--- src/rtl/sdram_pkg.sv ---
// Shared SDRAM definitions used by the read, write, refresh and init engines:
// command encodings ({cs_n,ras_n,cas_n,we_n}), the one-hot read-engine state
// encoding and small elaboration-time sizing helpers.
package sdram_pkg;

    localparam logic [3:0] CMD_NOP   = 4'b0111;
    localparam logic [3:0] CMD_ACT   = 4'b0011;
    localparam logic [3:0] CMD_READ  = 4'b0101;
    localparam logic [3:0] CMD_BST   = 4'b0110;
    localparam logic [3:0] CMD_PRE   = 4'b0010;
    localparam logic [3:0] CMD_WRITE = 4'b0100;
    localparam logic [3:0] CMD_REF   = 4'b0001;
    localparam logic [3:0] CMD_MRS   = 4'b0000;

    // Read engine states, one-hot so that each state decodes from a single bit.
    typedef enum logic [7:0] {
        ST_IDLE = 8'b0000_0001,
        ST_ACT  = 8'b0000_0010,
        ST_TRCD = 8'b0000_0100,
        ST_RD   = 8'b0000_1000,
        ST_DATA = 8'b0001_0000,
        ST_PRE  = 8'b0010_0000,
        ST_TRP  = 8'b0100_0000,
        ST_END  = 8'b1000_0000
    } rd_state_e;

    // Largest of three timing parameters, used to size a shared wait counter.
    function automatic int max3(input int a, input int b, input int c);
        int m;
        m = a;
        if (b > m) m = b;
        if (c > m) m = c;
        return m;
    endfunction

    // Bits needed to hold values 0..max_val, never less than one.
    function automatic int cnt_width(input int max_val);
        int w;
        w = $clog2(max_val + 32'sd1);
        if (w < 32'sd1) w = 32'sd1;
        return w;
    endfunction

endpackage

--- src/rtl/sdram_rd_capture.sv ---
// Read-data capture for the SDRAM burst reader.
// sd_dq passes through STAGES registers (1 = single capture, 2 = IOB register
// plus retime). The burst strobe from the command FSM is delayed by
// CAS_LAT+STAGES cycles so rd_valid lines up with the captured word.
// rd_data only updates on valid words and otherwise holds its last value.
module sdram_rd_capture
    import sdram_pkg::*;
#(
    parameter int DATA_W  = 16,
    parameter int CAS_LAT = 3,
    parameter int STAGES  = 1
) (
    input  logic              clk,
    input  logic              rst_n,
    input  logic              burst,
    input  logic [DATA_W-1:0] sd_dq,
    output logic              rd_valid,
    output logic [DATA_W-1:0] rd_data
);

    localparam int DEPTH = CAS_LAT + STAGES;

    logic [DEPTH-1:0]  vld_pipe_r;
    logic [DATA_W-1:0] dq_src_s;

    // Valid delay line: a word slot issued by the FSM emerges CAS_LAT+STAGES later.
    always_ff @(posedge clk or negedge rst_n) begin
        if (!rst_n) begin
            vld_pipe_r <= {DEPTH{1'b0}};
        end else begin
            vld_pipe_r <= {vld_pipe_r[DEPTH-2:0], burst};
        end
    end

    generate
        if (STAGES > 1) begin : g_iob
            logic [DATA_W-1:0] dq_iob_r;

            // Free-running IOB capture of the pad data.
            always_ff @(posedge clk or negedge rst_n) begin
                if (!rst_n) begin
                    dq_iob_r <= {DATA_W{1'b0}};
                end else begin
                    dq_iob_r <= sd_dq;
                end
            end

            assign dq_src_s = dq_iob_r;
        end else begin : g_direct
            assign dq_src_s = sd_dq;
        end
    endgenerate

    // Final data register: loads only when the aligned strobe marks a burst word.
    always_ff @(posedge clk or negedge rst_n) begin
        if (!rst_n) begin
            rd_data <= {DATA_W{1'b0}};
        end else if (vld_pipe_r[DEPTH-2]) begin
            rd_data <= dq_src_s;
        end else begin
            rd_data <= rd_data;
        end
    end

    assign rd_valid = vld_pipe_r[DEPTH-1];

endmodule

--- src/rtl/sdram_burst_reader.sv ---
// SDRAM full-page burst read engine.
// One request issues ACTIVE, READ, BURST TERMINATE, PRECHARGE(all) and returns
// exactly rd_len words (clamped to one page) on rd_data/rd_valid. A zero-length
// request is acknowledged and completed without touching the SDRAM.
// All command/handshake outputs are registered: the FSM decodes its current
// state and the result appears at the pins on the following cycle.
// Build option: define SDRAM_RD_DQ_REG_EN to add a second sd_dq capture stage;
// the data window then moves one cycle later, command timing is unchanged.
module sdram_burst_reader
    import sdram_pkg::*;
#(
    parameter int DATA_W  = 16,
    parameter int BANK_W  = 2,
    parameter int ROW_W   = 13,
    parameter int COL_W   = 9,
    parameter int CAS_LAT = 3,
    parameter int T_RCD   = 2,
    parameter int T_RP    = 2,
    parameter int LEN_W   = 10
) (
    input  logic                          clk,
    input  logic                          rst_n,
    input  logic                          init_done,
    input  logic                          rd_req,
    input  logic [LEN_W-1:0]              rd_len,
    input  logic [BANK_W+ROW_W+COL_W-1:0] rd_addr,
    output logic                          rd_ack,
    output logic                          rd_busy,
    output logic                          rd_end,
    output logic [3:0]                    sd_cmd,
    output logic [BANK_W-1:0]             sd_ba,
    output logic [ROW_W-1:0]              sd_addr,
    input  logic [DATA_W-1:0]             sd_dq,
    output logic                          rd_valid,
    output logic [DATA_W-1:0]             rd_data
);

`ifdef SDRAM_RD_DQ_REG_EN
    localparam int DQ_STAGES = 2;
`else
    localparam int DQ_STAGES = 1;
`endif

    localparam int ADDR_W = BANK_W + ROW_W + COL_W;
    localparam int WAIT_W = cnt_width(max3(T_RCD, T_RP, CAS_LAT));

    localparam logic [LEN_W-1:0] PAGE_WORDS = LEN_W'(1) << COL_W;
    // PRECHARGE with A10 high closes every bank.
    localparam logic [ROW_W-1:0] PRE_ADDR   = ROW_W'(1) << 4'd10;

    rd_state_e          state_r, state_s;
    logic [LEN_W-1:0]   len_r, len_s, len_clamp_s;
    logic [WAIT_W-1:0]  wait_r, wait_s;
    logic [BANK_W-1:0]  bank_r;
    logic [ROW_W-1:0]   row_r;
    logic [COL_W-1:0]   col_r;
    logic [3:0]         cmd_s;
    logic [BANK_W-1:0]  ba_s;
    logic [ROW_W-1:0]   addr_s;
    logic               ack_s, end_s, busy_s, accept_s, burst_s;

    // Oversized requests read one full page; the column wraps inside the row.
    assign len_clamp_s = (rd_len > PAGE_WORDS) ? PAGE_WORDS : rd_len;

    // One word slot per DATA cycle; the capture block delays it to the data pins.
    assign burst_s = (state_r == ST_DATA);

    // Next-state and next-output decode for the command sequencer.
    always_comb begin
        state_s  = state_r;
        len_s    = len_r;
        wait_s   = wait_r;
        cmd_s    = CMD_NOP;
        ba_s     = sd_ba;
        addr_s   = sd_addr;
        ack_s    = 1'b0;
        end_s    = 1'b0;
        accept_s = 1'b0;
        busy_s   = (state_r != ST_IDLE);
        case (state_r)
            ST_IDLE: begin
                if (rd_req && init_done) begin
                    accept_s = 1'b1;
                    ack_s    = 1'b1;
                    busy_s   = 1'b1;
                    len_s    = len_clamp_s;
                    if (rd_len == LEN_W'(0)) begin
                        state_s = ST_END;
                    end else begin
                        state_s = ST_ACT;
                    end
                end else begin
                    state_s = ST_IDLE;
                end
            end
            ST_ACT: begin
                cmd_s  = CMD_ACT;
                ba_s   = bank_r;
                addr_s = row_r;
                if (T_RCD == 1) begin
                    state_s = ST_RD;
                end else begin
                    state_s = ST_TRCD;
                    wait_s  = WAIT_W'(T_RCD - 2);
                end
            end
            ST_TRCD: begin
                if (wait_r == WAIT_W'(0)) begin
                    state_s = ST_RD;
                end else begin
                    wait_s = wait_r - WAIT_W'(1);
                end
            end
            ST_RD: begin
                cmd_s   = CMD_READ;
                ba_s    = bank_r;
                addr_s  = {{(ROW_W-COL_W){1'b0}}, col_r};
                state_s = ST_DATA;
            end
            ST_DATA: begin
                // Remaining-word counter saturates at zero.
                if (len_r != LEN_W'(0)) begin
                    len_s = len_r - LEN_W'(1);
                end else begin
                    len_s = len_r;
                end
                if (len_r <= LEN_W'(1)) begin
                    cmd_s   = CMD_BST;
                    state_s = ST_PRE;
                    wait_s  = WAIT_W'(CAS_LAT - 1);
                end else begin
                    state_s = ST_DATA;
                end
            end
            ST_PRE: begin
                // Hold off PRECHARGE until the terminated burst has drained.
                if (wait_r == WAIT_W'(0)) begin
                    cmd_s  = CMD_PRE;
                    addr_s = PRE_ADDR;
                    if (T_RP == 1) begin
                        state_s = ST_END;
                    end else begin
                        state_s = ST_TRP;
                        wait_s  = WAIT_W'(T_RP - 2);
                    end
                end else begin
                    wait_s = wait_r - WAIT_W'(1);
                end
            end
            ST_TRP: begin
                if (wait_r == WAIT_W'(0)) begin
                    state_s = ST_END;
                end else begin
                    wait_s = wait_r - WAIT_W'(1);
                end
            end
            ST_END: begin
                end_s   = 1'b1;
                state_s = ST_IDLE;
            end
            default: begin
                state_s = ST_IDLE;
            end
        endcase
    end

    // State, counters and registered command/handshake outputs.
    always_ff @(posedge clk or negedge rst_n) begin
        if (!rst_n) begin
            state_r <= ST_IDLE;
            len_r   <= {LEN_W{1'b0}};
            wait_r  <= {WAIT_W{1'b0}};
            sd_cmd  <= CMD_NOP;
            sd_ba   <= {BANK_W{1'b1}};
            sd_addr <= {ROW_W{1'b1}};
            rd_ack  <= 1'b0;
            rd_end  <= 1'b0;
            rd_busy <= 1'b0;
        end else begin
            state_r <= state_s;
            len_r   <= len_s;
            wait_r  <= wait_s;
            sd_cmd  <= cmd_s;
            sd_ba   <= ba_s;
            sd_addr <= addr_s;
            rd_ack  <= ack_s;
            rd_end  <= end_s;
            rd_busy <= busy_s;
        end
    end

    // Request address is latched on accept and held for the whole transaction.
    always_ff @(posedge clk or negedge rst_n) begin
        if (!rst_n) begin
            bank_r <= {BANK_W{1'b0}};
            row_r  <= {ROW_W{1'b0}};
            col_r  <= {COL_W{1'b0}};
        end else if (accept_s) begin
            bank_r <= rd_addr[ADDR_W-1 -: BANK_W];
            row_r  <= rd_addr[COL_W +: ROW_W];
            col_r  <= rd_addr[COL_W-1:0];
        end else begin
            bank_r <= bank_r;
            row_r  <= row_r;
            col_r  <= col_r;
        end
    end

    sdram_rd_capture #(
        .DATA_W  (DATA_W),
        .CAS_LAT (CAS_LAT),
        .STAGES  (DQ_STAGES)
    ) u_capture (
        .clk      (clk),
        .rst_n    (rst_n),
        .burst    (burst_s),
        .sd_dq    (sd_dq),
        .rd_valid (rd_valid),
        .rd_data  (rd_data)
    );

endmodule

--- config.mk ---
export PLATFORM = sky130hd
export DESIGN_NAME = sdram_burst_reader
export DESIGN_NICKNAME = d
export VERILOG_FILES = /design/src/rtl/sdram_pkg.sv /design/src/rtl/sdram_rd_capture.sv /design/src/rtl/sdram_burst_reader.sv
export SDC_FILE = /design/constraint.sdc
export NUM_CORES = 1
export LEC_CHECK = 0
export CAP_MARGIN = 20
export CORE_MARGIN = 1.5
export CORE_UTILIZATION = 30
export CTS_BUF_LIST = sky130_fd_sc_hd__clkbuf_8 sky130_fd_sc_hd__clkbuf_16
export CTS_CLUSTER_SIZE = 25
export DETAILED_ROUTE_END_ITERATION = 10
export PLACE_DENSITY = 0.54
export SLEW_MARGIN = 20
export SYNTH_ARGS = -nofsm -noshare
export SYNTH_HDL_FRONTEND = slang
export SYNTH_HIERARCHICAL = 1
export SYNTH_SLANG_ARGS = --single-unit
--- constraint.sdc ---
create_clock -name clk -period 2.35 [get_ports clk]
set_input_delay 0.3525 -clock clk [delete_from_list [all_inputs] [get_ports clk]]
set_output_delay 0.3525 -clock clk [all_outputs]
set_load 0.01 [all_outputs]
* After elaboration in Yosys (flattened, before gate mapping) *
Index checks and enable logic that the tools add are counted.

word-level totals
  bits in registers = 86
  input port bits = 54
  output and inout bits = 39
  word-level logic and storage cells = 72

operators by class
  $add $sub $neg = 2
  order comparisons = 2
  equal/unequal tests = 16
  multiplexer cells = 25
  reduce and logical (&&, ||, !) cells = 13

operator list
  operator                 number
  $pmux W8 S7              1
  $mux W8                  5
  $pmux W13 S3             1
  $mux W10                 3
  $pmux W10 S2             1
  $ne A2 B2 Y1 const B     7
  $mux W13                 1
  $pmux W3 S4              1
  $gt A10 B10 Y1 const B   1
  $le A10 B1 Y1 const B    1
  $logic_not A10 Y1        1
  $reduce_bool A10 Y1      1
  $sub A10 B1 Y10 const B  1
  $reduce_and A3 Y1        3
  $eq A8 B1 Y1 const B     1
  $eq A8 B2 Y1 const B     1
  $eq A8 B3 Y1 const B     1
  $eq A8 B4 Y1 const B     1
  $eq A8 B5 Y1 const B     1
  $eq A8 B6 Y1 const B     1
  $eq A8 B7 Y1 const B     1
  $eq A8 B8 Y1 const B     1
  $ne A8 B1 Y1 const B     1
  $pmux W2 S4              1
  12 further kinds         20

* Logic depth before layout (Yosys ltp) *
  depth in word-level cells = 4
  gate-level depth with buffers = 8
  mapped depth without buffers = 7

* By module *
Netlist, hierarchy kept.

by module, submodules not included
  module              instances  cells an instance  area an instance (um2)  seq. area each (um2)
  sdram_burst_reader  1          330                3110.5                  1650.3
  sdram_rd_capture    1          38                 749.5                   500.5

* Least setup slack after synthesis *
OpenSTA, ideal clock, no wires.

  kind = register -> register
  start = reg state_r[4]
  end = reg wait_r[1]
  library setup time = 0.079 ns
  arrival time = 1.786 ns
  data required time = 2.271 ns
  slack = 0.485 ns
  stages on the path, launching flop included = 6
  path buffers = 0
  period minus slack after synthesis = 1.865 ns
  cells stage by stage = dfrtp_1 or4_4 nor4_4 nor3_2 a211oi_2 mux2i_1

between the ends
  cells in the longest elaborated chain, start to end = 4
  elaborated cells between the ends (all ways) = 11
  classes of those cells = eq/ne: 7; mux: 1; reduce/logical: 3

RTL lines
  element                                                              RTL line                   text
  start: declaration                                                   sdram_burst_reader.sv:51   rd_state_e state_r, state_s;
  start signal: assignment                                             sdram_burst_reader.sv:180  state_r <= state_s;
  $eq A8 B7 Y1 or $eq A8 B3 Y1 (tied branches)                         sdram_burst_reader.sv:80   case (state_r)
  $reduce_or A2 Y1 (no source line)                                    --
  $ne A2 B2 Y1 (no source line) or $reduce_bool A4 Y1 (tied branches)  --
  $reduce_and A3 Y1 (no source line)                                   --
  end signal: assignment                                               sdram_burst_reader.sv:172  wait_r <= {WAIT_W{1'b0}};
  end signal: assignment                                               sdram_burst_reader.sv:182  wait_r <= wait_s;
  end: declaration                                                     sdram_burst_reader.sv:53   logic [WAIT_W-1:0] wait_r, wait_s;

Parallel ways exist; a longest one is shown, timed or not.
A chain may end at the register's enable or synchronous reset.

* Worst setup path after layout *
  start = reg state_r[2]
  end = reg len_r[1]

between the ends
  cells in the longest elaborated chain, start to end = 3
  elaborated cells between the ends (all ways) = 7
  classes of those cells = eq/ne: 4; mux: 1; reduce/logical: 2

RTL lines
  element                                                              RTL line                   text
  $eq A8 B5 Y1 or $eq A8 B1 Y1 (tied branches)                         sdram_burst_reader.sv:80
  $ne A2 B2 Y1 (no source line) or $reduce_bool A2 Y1 (tied branches)  --
  $reduce_and A3 Y1 (no source line)                                   --
  end signal: assignment                                               sdram_burst_reader.sv:171  len_r <= {LEN_W{1'b0}};
  end signal: assignment                                               sdram_burst_reader.sv:181  len_r <= len_s;
  end: declaration                                                     sdram_burst_reader.sv:52   logic [LEN_W-1:0] len_r, len_s, len_clamp_s;

Parallel ways exist; a longest one is shown, timed or not.

==> impl_metrics.env <==
export IMPL_vdd_drop_max_v=0.000370
export IMPL_overflow=0
export IMPL_clockPowerShare_pct=26.4
export IMPL_ctsHoldBuffers=1
export IMPL_drc_errors=0
export IMPL_grt_max_degree=35
export IMPL_reg2reg_from="state_r[2]$_DFFE_PN0P_"
export IMPL_rows=41
export IMPL_start_kind="flip-flop"
export IMPL_path_clk_slew_ps=60
export IMPL_drt_wl_total_um=9370
export IMPL_post_cts_buffers=0
export IMPL_synth_cell_type_count=58
export IMPL_crit_end="len_r[1]$_DFFE_PN0P_"
export IMPL_ys_seq_area_share_pct=55.7
export IMPL_yosysTopAreaCell="dfrtp_1"
export IMPL_drtIter0Drc=169
export IMPL_num_vias=3064
export IMPL_final_cell_mix="100 x nand2_1, 90 x clkdlybuf4s50_1, 66 x dfrtp_1, 19 x dfstp_2, 16 x nor2_1"
export IMPL_area_growth_pct=37.6
export IMPL_rsz0062_at_grt="no"
export IMPL_synth_edf_count=0
export IMPL_ys_ff_latch=85
export IMPL_rr_endpoint="len_r[1]$_DFFE_PN0P_"
export IMPL_synth_cells=368
export IMPL_antenna_left=0
export IMPL_layoutNonFillerInstCount=645
export IMPL_cts_tree="built"
export IMPL_fillers=1254
export IMPL_cts_buffers=9
export IMPL_switching_share_pct=31.4
export IMPL_hold_violations=0
export IMPL_wl_per_cell_um=14.5
export IMPL_die_w_um=116
export IMPL_pwr_share_seq_pct=43.0
export IMPL_max_freq_mhz=478
export IMPL_clock_sinks=85
export IMPL_layout_drive_gt1_share_pct=16.5
export IMPL_dieHeight_um=116
export IMPL_synth_top_area_share_pct=42.8
export IMPL_endpoint_kind="flip-flop"
export IMPL_postLayoutCoreUtil_pct=42.2
export IMPL_htreeDepth=3
export IMPL_synth_nets=428
export IMPL_avgSynthCellArea_um2=10.5
export IMPL_port_buffers=91
export IMPL_root_buffer="clkbuf_16"
export IMPL_relSlewSlack_pct=42.5
export IMPL_max_cap_violations=0
export IMPL_synthTopCellsByArea="dfrtp_1 43%, dfstp_2 13%, nand2_1 9.7%, mux2_4 3.9%, mux2_2 2.3%"
export IMPL_fin_nets=528
export IMPL_crit_path_start="state_r[2]$_DFFE_PN0P_"
export IMPL_layout_commonest_cell="nand2_1"
export IMPL_place_inst=628
export IMPL_hp_class="reg -> reg"
export IMPL_grt_pass1_wl_um=15300
export IMPL_dpl_hpwl_um=6820
export IMPL_die_area_um2=13600
export IMPL_antenna_found_initial=0
export IMPL_synthFlopType="dfrtp_1"
export IMPL_fin_worst_skew_ps=5.09
export IMPL_track_usage_pct=14.8
export IMPL_detail_route_vias_per_cell=4.75
export IMPL_finalCritPeriodShare_pct=89.0
export IMPL_p_leak_nw=2.39
export IMPL_status="finished, final reports clean"
export IMPL_worst_pin_slew_ps=859
export IMPL_switchingPower_mw=1.75
export IMPL_crit_type="reg -> reg"
export IMPL_path_max_fanout=7
export IMPL_maxSlewViolCount=0
export IMPL_fin_crit_ps=2090
export IMPL_synth_area_um2=3860
export IMPL_powerDensity_nw_per_um2=1050
export IMPL_arrival_ps=2370
export IMPL_insertion_delay_ps=330
export IMPL_grt_pass1_vias=3008
export IMPL_clockBufferDepth=2
export IMPL_post_cts_resized=0
export IMPL_fp_coreArea_um2=12600
export IMPL_required_ps=2630
export IMPL_cell_internal_pwr_mw=3.84
export IMPL_start_util_pct=30.7
export IMPL_rr_worst_depth=5
export IMPL_first_pass_iters=4
export IMPL_async_flop_share_pct=100
export IMPL_fin_tns_setup_ps=0
export IMPL_r2r_setup_slack_ps=260
export IMPL_routabilityCongestion=0.849
export IMPL_yosysWarnings=6
export IMPL_io_pins=93
export IMPL_setup_viol=0
export IMPL_combPwrFrac_pct=30.5
export IMPL_diodes=0
synth_stat cells, types with 8 or more instances:
cell type	count
nand2_1	100
nand3_1	9
a22oi_1	10
o21ai_1	14
dfrtp_1	66
mux2_2	8
a21oi_1	8
dfstp_2	19
buf_2	8
inv_1	11
mux2_4	10
nor2_1	16
worst min path at each step:
stage	startpoint	end	slack, ps	depth (start not counted)
after floorplan	rst_n	bank_r[0]$_DFFE_PN0P_	60	0
after global routing	u_capture/vld_pipe_r[1]$_DFF_PN0_	u_capture/vld_pipe_r[2]$_DFF_PN0_	350	0
after global placement	rst_n	state_r[2]$_DFFE_PN0P_	340	1
after CTS	u_capture/vld_pipe_r[1]$_DFF_PN0_	u_capture/vld_pipe_r[2]$_DFF_PN0_	350	0
after detailed placement	u_capture/vld_pipe_r[1]$_DFF_PN0_	u_capture/vld_pipe_r[2]$_DFF_PN0_	340	0
final	u_capture/vld_pipe_r[1]$_DFF_PN0_	u_capture/vld_pipe_r[2]$_DFF_PN0_	350	0
cells by family (layout without fill, tap and decap cells):
group           count (synthesis)  in the layout  synth area share [%]
xor+xnor                        2              2                 0.454
mux                            19             19                  6.48
simple gates                  166            166                  20.9
compound gates                 60             60                  10.5
flops                          85             85                  55.7
fa+ha+maj                       6              6                  1.94
other cells                     1              1                0.0972
buf+inv                        29            134                  3.89
power groups by stage:
stage | Combinational (mW) | Sequential, mW | Clock, mW
3_3_place_gp | 1.69 | 2.42 | 0
5_1_grt | 1.95 | 2.48 | 1.58
3_5_place_dp | 1.72 | 2.43 | 0
6_report | 1.71 | 2.41 | 1.48
4_1_cts | 1.72 | 2.41 | 1.52
2_1_floorplan | 0.909 | 2.42 | 0
final cells by class:
class                      count  area (um^2)  share of cell area [%]
tap                          172          215                    4.05
sequential                    85         2150                    40.5
multi-input combinational    254         1570                    29.5
timing repair buffer         106         1020                    19.3
clock inverter                 7         83.8                    1.58
inverter                      12         45.0                   0.848
clock buffer                   9          225                    4.24
layer usage:
layer  wire length (um)  global-route usage (%)
met1               4370                    19.7
met2               4430                    24.3
met3                432                    2.85
met4                138                    4.72
met5                  0                       0
registers in the layout, summed over array words and instances (netlist names):
signal                count
u_capture/rd_data        16
rd_busy                   1
u_capture/vld_pipe_r      4
rd_ack                    1
state_r                   8
rd_end                    1
col_r                     9
wait_r                    2
sd_cmd                    3
len_r                    10
row_r                    13
bank_r                    2
sd_ba                     2
sd_addr                  13
through the flow:
stage	power, mW	hold slack, ps	cell area, um^2	setup WS (ps)
2_1_floorplan	3.33	56.9	3860	485
3_3_place_gp	4.11	338	4980	286
3_5_place_dp	4.15	336	4980	220
4_1_cts	5.66	350	5300	203
5_1_grt	6.01	352	5310	14.2
6_report	5.59	347	5310	258
critical path, cell delays in order, from the launching register on:
cell and delay [ps]:
dfrtp_1 480, nor4_1 490, nand4b_1 280, or2_1 380
a221oi_1 300, a21o_1 120
(Power assumes the default switching activity.)
==> patch 1, RTL diff (same settings) <==
`LEN_W`: 10 -> 20.
--- a/src/rtl/sdram_burst_reader.sv
+++ b/src/rtl/sdram_burst_reader.sv
@@ -16,7 +16,7 @@
     parameter int CAS_LAT = 3,
     parameter int T_RCD   = 2,
     parameter int T_RP    = 2,
-    parameter int LEN_W   = 10
+    parameter int LEN_W   = 20
 ) (
     input  logic                          clk,
     input  logic                          rst_n,
Interface: changed (resized rd_len); port bits go from 93 to 103. No check against the original RTL was run, so the function may have changed too.
==> patch 1 against the unedited design <==
Largest cell class unchanged. Cell area is 17% higher. Count of clock-buffer cells in the layout stayed put. Power is 13% higher. Setup slack worse by 140 ps. Critical endpoint is now sd_cmd[0]$_DFF_PN1_. Routed wire length is 23% higher. Global-route usage is 0.39 points higher. Synthesized area is 18% higher. Critical path depth is 1 higher. Sequential cell count is 10 higher. Die area is 17% higher.
==> patch 1: results (changes against the unedited design) <==
====================================================================================
Endpoint arrival time on the critical path ............................      2500 ps   was 2370 ps
Clock latency reported for the late side of the worst-skew pair .......       350 ps   was 330 ps
Leakage power summed over all cells ...................................   0.00271 uW   was 0.00239 uW
Peak fanout along the critical path ...................................            5   was 7
Number of levels in the clock H-tree ..................................            3   unchanged
Average wire per standard cell ........................................      15.4 um   was 14.5 um
Clock-pin transition on the worst setup and hold timing paths .........        70 ps
Distinct cell type count after synthesis ..............................           64   was 58
Final #Nets ...........................................................          628   was 528
Vias in the first global route ........................................         3735   was 3008
Largest stage delay on the critical path ..............................       590 ps   was 490 ps
First-pass GRT wire length ............................................     19100 um   was 15300 um
Via total after detailed routing ......................................         3761   was 3064
Port Buf Inserts ......................................................          101   was 91
Post-Place Worst Slack ................................................     -8.43 ps   was 220 ps
IR drop worst, VDD ....................................................     0.406 mV   was 0.370 mV
Detailed Route Iter0 Violations .......................................          249   was 169
Outcome ............................................................... complete, no violations   unchanged
Placed inst area ......................................................     5890 um2   was 4980 um2
Fraction of layout instances using a drive strength above 1 ...........        17.6%   was 16.5%
Post-detailed-placement half-perimeter wirelength .....................      8310 um   was 6820 um
Sequential cell area fraction in the yosys report .....................        52.7%   was 55.7%
Post-synthesis net count ..............................................          511   was 428
Proportion of synthesized flip-flops having asynchronous set or reset .         100%   unchanged
Final estimated routing congestion in global placement ................        0.840   was 0.849
Largest registers ..................................................... len_r x20, u_capture/rd_data x16   was u_capture/rd_data x16, row_r x13, sd_addr x13
Largest cells by area after synthesis ................................. sky130_fd_sc_hd__dfrtp_1 42%, sky130_fd_sc_hd__dfstp_2 11%, sky130_fd_sc_hd__nand2_1 8.7%   was sky130_fd_sc_hd__dfrtp_1 43%, sky130_fd_sc_hd__dfstp_2 13%, sky130_fd_sc_hd__nand2_1 9.7%
Initial antenna violation count .......................................            0   unchanged
Worst setup skew after layout .........................................      7.73 ps   was 5.09 ps
Top cells by count, synth ............................................. 105 x sky130_fd_sc_hd__nand2_1, 76 x sky130_fd_sc_hd__dfrtp_1, 25 x sky130_fd_sc_hd__nor2_1   was 100 x sky130_fd_sc_hd__nand2_1, 66 x sky130_fd_sc_hd__dfrtp_1, 19 x sky130_fd_sc_hd__dfstp_2
Global Route Usage Sum ................................................        15.2%   was 14.8%
Pin count of the biggest net entering global routing ..................           46   was 35
Worst-path cell with the longest stage delay .......................... sky130_fd_sc_hd__or4_4   was sky130_fd_sc_hd__nor4_1
====================================================================================
patch 1: cell types whose count changed after synthesis, moves of 9 or more:
cell and delta:
sky130_fd_sc_hd__dfrtp_1 +10, sky130_fd_sc_hd__nand3_1 +11, sky130_fd_sc_hd__o21ai_1 -12, sky130_fd_sc_hd__a22oi_1 -10
sky130_fd_sc_hd__nor2_1 +9, sky130_fd_sc_hd__a31oi_1 +15
patch 1: kinds of logic (layout without fill, tap and decap cells):
family,Yosys count,in the layout,synth area share (%)
AOI/OAI and AO/OA,74,74,12.4
muxes,20,20,5.72
and+or+nand+nor,205,205,22.7
xor gates and xnor gates,4,4,0.770
DFF,95,95,52.7
other,1,1,0.0824
buffers and inverters,36,158,3.93
adders and majority gates,6,6,1.65
patch 1: worst paths after layout:
| path | cells past startpoint | slack [ps] | end | startpoint |
|---|---|---|---|---|
| setup reg to reg | 6 | 110 | sd_cmd[0]$_DFF_PN1_ | len_r[14]$_DFFE_PN0P_ |
| min in group asynchronous | 2 | 460 | u_capture/rd_data[10]$_DFFE_PN0P_ | rst_n |
| max in group asynchronous | 3 | 1230 | len_r[2]$_DFFE_PN0P_ | rst_n |
| setup / recovery | 6 | 110 | sd_cmd[0]$_DFF_PN1_ | len_r[14]$_DFFE_PN0P_ |
| hold reg to reg | 0 | 350 | u_capture/vld_pipe_r[1]$_DFF_PN0_ | u_capture/vld_pipe_r[0]$_DFF_PN0_ |
| hold / removal | 0 | 350 | u_capture/vld_pipe_r[1]$_DFF_PN0_ | u_capture/vld_pipe_r[0]$_DFF_PN0_ |
patch 1: cell type report:
type                    instances  area [um2]  share of cell area (%)
multi-input cells             310        1980                    31.9
repair buffers                127        1240                    20.0
flip-flops and latches         95        2400                    38.6
clock inverters                 7        73.8                    1.19
clock buffers                   9         225                    3.62
well taps                     184         230                    3.70
inverters                      15        56.3                   0.906
patch 1: through the flow:
stage               setup TNS [ps]  std cells  power, uW
floorplan                        0        441       3840
global placement                 0        729       4820
detailed placement           -8.43        729       4860
CTS                              0        746       6380
global route                     0        747       6740
finish                           0        747       6310
patch 1: report_power, final:
part | internal, uW | switching, uW | leakage, uW
logic | 1120 | 1130 | 0.00136
clock network | 828 | 647 | 0.000145
registers | 2240 | 346 | 0.00121
patch 1: metal layers:
| metal | global-route usage, % | vias to the layer above | routed length [um] |
|---|---|---|---|
| li1 | - | 1813 | - |
| met1 | 20.7 | 1836 | 5460 |
| met2 | 23.4 | 96 | 5300 |
| met3 | 2.93 | 16 | 532 |
| met4 | 6.69 | 0 | 217 |
| met5 | 0 | - | 0 |
patch 1: timing repair:
item	4_1_cts	5_1_grt
resized for setup	1	1
pin swaps	0	1
hold buffers	1	0
hold endpoints to repair	23	0
setup buffers	0	1
gates cloned	0	0
setup endpoints to repair	1	6
==> patch 2, RTL diff (config.mk and constraints unchanged) <==
Without the edit above. Encoding of `rd_state_e`: now binary (3 bits for 8 states). Comments in the files are not updated.
--- a/src/rtl/sdram_pkg.sv
+++ b/src/rtl/sdram_pkg.sv
@@ -13,15 +13,15 @@
     localparam logic [3:0] CMD_MRS   = 4'b0000;
 
     // Read engine states, one-hot so that each state decodes from a single bit.
-    typedef enum logic [7:0] {
-        ST_IDLE = 8'b0000_0001,
-        ST_ACT  = 8'b0000_0010,
-        ST_TRCD = 8'b0000_0100,
-        ST_RD   = 8'b0000_1000,
-        ST_DATA = 8'b0001_0000,
-        ST_PRE  = 8'b0010_0000,
-        ST_TRP  = 8'b0100_0000,
-        ST_END  = 8'b1000_0000
+    typedef enum logic [2:0] {
+        ST_IDLE = 3'd0,
+        ST_ACT  = 3'd1,
+        ST_TRCD = 3'd2,
+        ST_RD   = 3'd3,
+        ST_DATA = 3'd4,
+        ST_PRE  = 3'd5,
+        ST_TRP  = 3'd6,
+        ST_END  = 3'd7
     } rd_state_e;
 
     // Largest of three timing parameters, used to size a shared wait counter.
Behaviour: no difference found for any inputs over 10 cycles, from zero or initial values and one cycle with rst_n low; not proved beyond that.
==> patch 2 against the unedited design <==
Power is 15% higher. Count of clock-buffer cells in the layout stayed put. Clock skew is 5.1 ps higher. Critical path depth is 1 lower. Sequential cell count is 5 lower. Synthesized area is 8.1% lower. Routed wire length is 13% lower. Via count is 12% lower. Setup slack better by 130 ps. Cell area is 6.9% lower. Core utilization is 0.88 points higher. Non-clock buffer count is 6 lower. Critical endpoint unchanged.
==> patch 2: results (changes against the unedited design) <==
====================================================================================
Leakage power summed over all cells ...................................   0.00217 uW   was 0.00239 uW
Logic depth of the worst register-to-register path ....................            4   was 5
Endpoint arrival time on the critical path ............................      2180 ps   was 2370 ps
Placed inst area ......................................................     4610 um2   was 4980 um2
WL final ..............................................................      8150 um   was 9370 um
Pin count of the biggest net entering global routing ..................           40   was 35
Worst-path cell with the longest stage delay .......................... sky130_fd_sc_hd__or4_1   was sky130_fd_sc_hd__nor4_1
Distinct cell type count after synthesis ..............................           48   was 58
First-pass GRT wire length ............................................     13600 um   was 15300 um
Final #Nets ...........................................................          487   was 528
Total met3 wirelength after detailed routing ..........................       410 um   was 432 um
Top cells by count, synth ............................................. 89 x sky130_fd_sc_hd__nand2_1, 62 x sky130_fd_sc_hd__dfrtp_1, 18 x sky130_fd_sc_hd__dfstp_2   was 100 x sky130_fd_sc_hd__nand2_1, 66 x sky130_fd_sc_hd__dfrtp_1, 19 x sky130_fd_sc_hd__dfstp_2
Final estimated routing congestion in global placement ................        0.830   was 0.849
Largest stage delay on the critical path ..............................       640 ps   was 490 ps
Global Route Usage Sum ................................................        13.6%   was 14.8%
Reg2Reg Launch Point .................................................. len_r[6]$_DFFE_PN0P_   was state_r[2]$_DFFE_PN0P_
Fraction of layout instances using a drive strength above 1 ...........        16.2%   was 16.5%
Pin slew with the least headroom to its limit .........................       859 ps   about the same
Met2 layer wire length in the routed design ...........................      3720 um   was 4430 um
Synth-to-Final Area Change ............................................        39.4%   was 37.6%
Outcome ............................................................... complete, no violations   unchanged
Post-detailed-placement half-perimeter wirelength .....................      5580 um   was 6820 um
Detailed Route Iter0 Violations .......................................          196   was 169
Post-synthesis net count ..............................................          395   was 428
Largest cells by area after synthesis ................................. sky130_fd_sc_hd__dfrtp_1 44%, sky130_fd_sc_hd__dfstp_2 13%, sky130_fd_sc_hd__nand2_1 9.4%   was sky130_fd_sc_hd__dfrtp_1 43%, sky130_fd_sc_hd__dfstp_2 13%, sky130_fd_sc_hd__nand2_1 9.7%
Worst setup skew after layout .........................................      10.2 ps   was 5.09 ps
IR drop worst, VDD ....................................................      1.02 mV   was 0.370 mV
DRT met1 WL ...........................................................      3950 um   was 4370 um
Via total after detailed routing ......................................         2700   was 3064
Proportion of synthesized flip-flops having asynchronous set or reset .         100%   unchanged
Filler cells ..........................................................         1106   was 1254
Sequential cell area fraction in the yosys report .....................        57.1%   was 55.7%
R2R Setup Slk .........................................................       390 ps   was 260 ps
====================================================================================
==> patch 2: changes by cell type in the layout (fill, tap and decap cells not counted), moves of 3 or more <==
cell,before,now
sky130_fd_sc_hd__nand2_1,100,89
sky130_fd_sc_hd__buf_4,15,8
sky130_fd_sc_hd__o21ai_0,4,10
sky130_fd_sc_hd__o21ai_1,14,3
sky130_fd_sc_hd__mux2i_1,1,4
sky130_fd_sc_hd__inv_1,14,10
sky130_fd_sc_hd__dfrtp_1,66,62
sky130_fd_sc_hd__nand3_1,9,5
sky130_fd_sc_hd__a22o_1,0,4
sky130_fd_sc_hd__a211oi_1,4,1
sky130_fd_sc_hd__and3_1,4,1
sky130_fd_sc_hd__nor4b_1,4,0
==> patch 2: power by group <==
part	internal [uW]	switching (uW)	total [uW]
registers	2070	462	2530
clock network	943	585	1530
logic	1300	1050	2350
==> patch 2: area by class of cell <==
cell class / count / share of cell area (%)
Tap cell: 143 / 3.62
Clock inverter: 7 / 2.10
Clock buffer: 9 / 4.55
Sequential cell: 80 / 40.9
Timing Repair Buffer: 100 / 20.0
Inverter: 13 / 0.987
Multi-Input combinational cell: 223 / 27.8
==> patch 2: cells by family after synthesis <==
kind of cell	synth area share [%]
adder cells (fa/ha/maj)	2.12
buffers and inverters	4.23
flip-flops	57.1
AO/OA/AOI/OAI	10.4
multiplexers	8.64
AND/OR/NAND/NOR	17.4
other	0.106
==> patch 2: layer usage <==
layer	GRT usage [%]	vias to the layer above
met3	3.59	7
met4	4.30	0
met5	0	-
met1	18.7	1288
li1	-	1331
met2	21.1	74
==> patch 2: worst max-delay path: cells and delay by family, from the launching register on <==
kind             cells  cell delay, ps
AO/OA/AOI/OAI        1             250
flip-flops           1             410
multiplexers         1             300
AND/OR/NAND/NOR      2             890
==> patch 2: worst max-delay path by stage <==
stage	start	end	slack [ps]
2_1_floorplan	len_r[6]$_DFFE_PN0P_	len_r[1]$_DFFE_PN0P_	510
3_3_place_gp	len_r[6]$_DFFE_PN0P_	len_r[1]$_DFFE_PN0P_	440
3_5_place_dp	len_r[6]$_DFFE_PN0P_	len_r[1]$_DFFE_PN0P_	420
4_1_cts	len_r[6]$_DFFE_PN0P_	len_r[1]$_DFFE_PN0P_	400
5_1_grt	state_r[2]$_DFFE_PN0P_	len_r[7]$_DFFE_PN0P_	230
6_report	len_r[6]$_DFFE_PN0P_	len_r[1]$_DFFE_PN0P_	390
==> patch 2: stage by stage <==
step	instances	setup slack (ps)	hold slack (ps)
2_1_floorplan	335	512	56.9
3_3_place_gp	558	443	333
3_5_place_dp	558	416	336
4_1_cts	575	404	351
5_1_grt	575	231	355
6_report	575	392	350
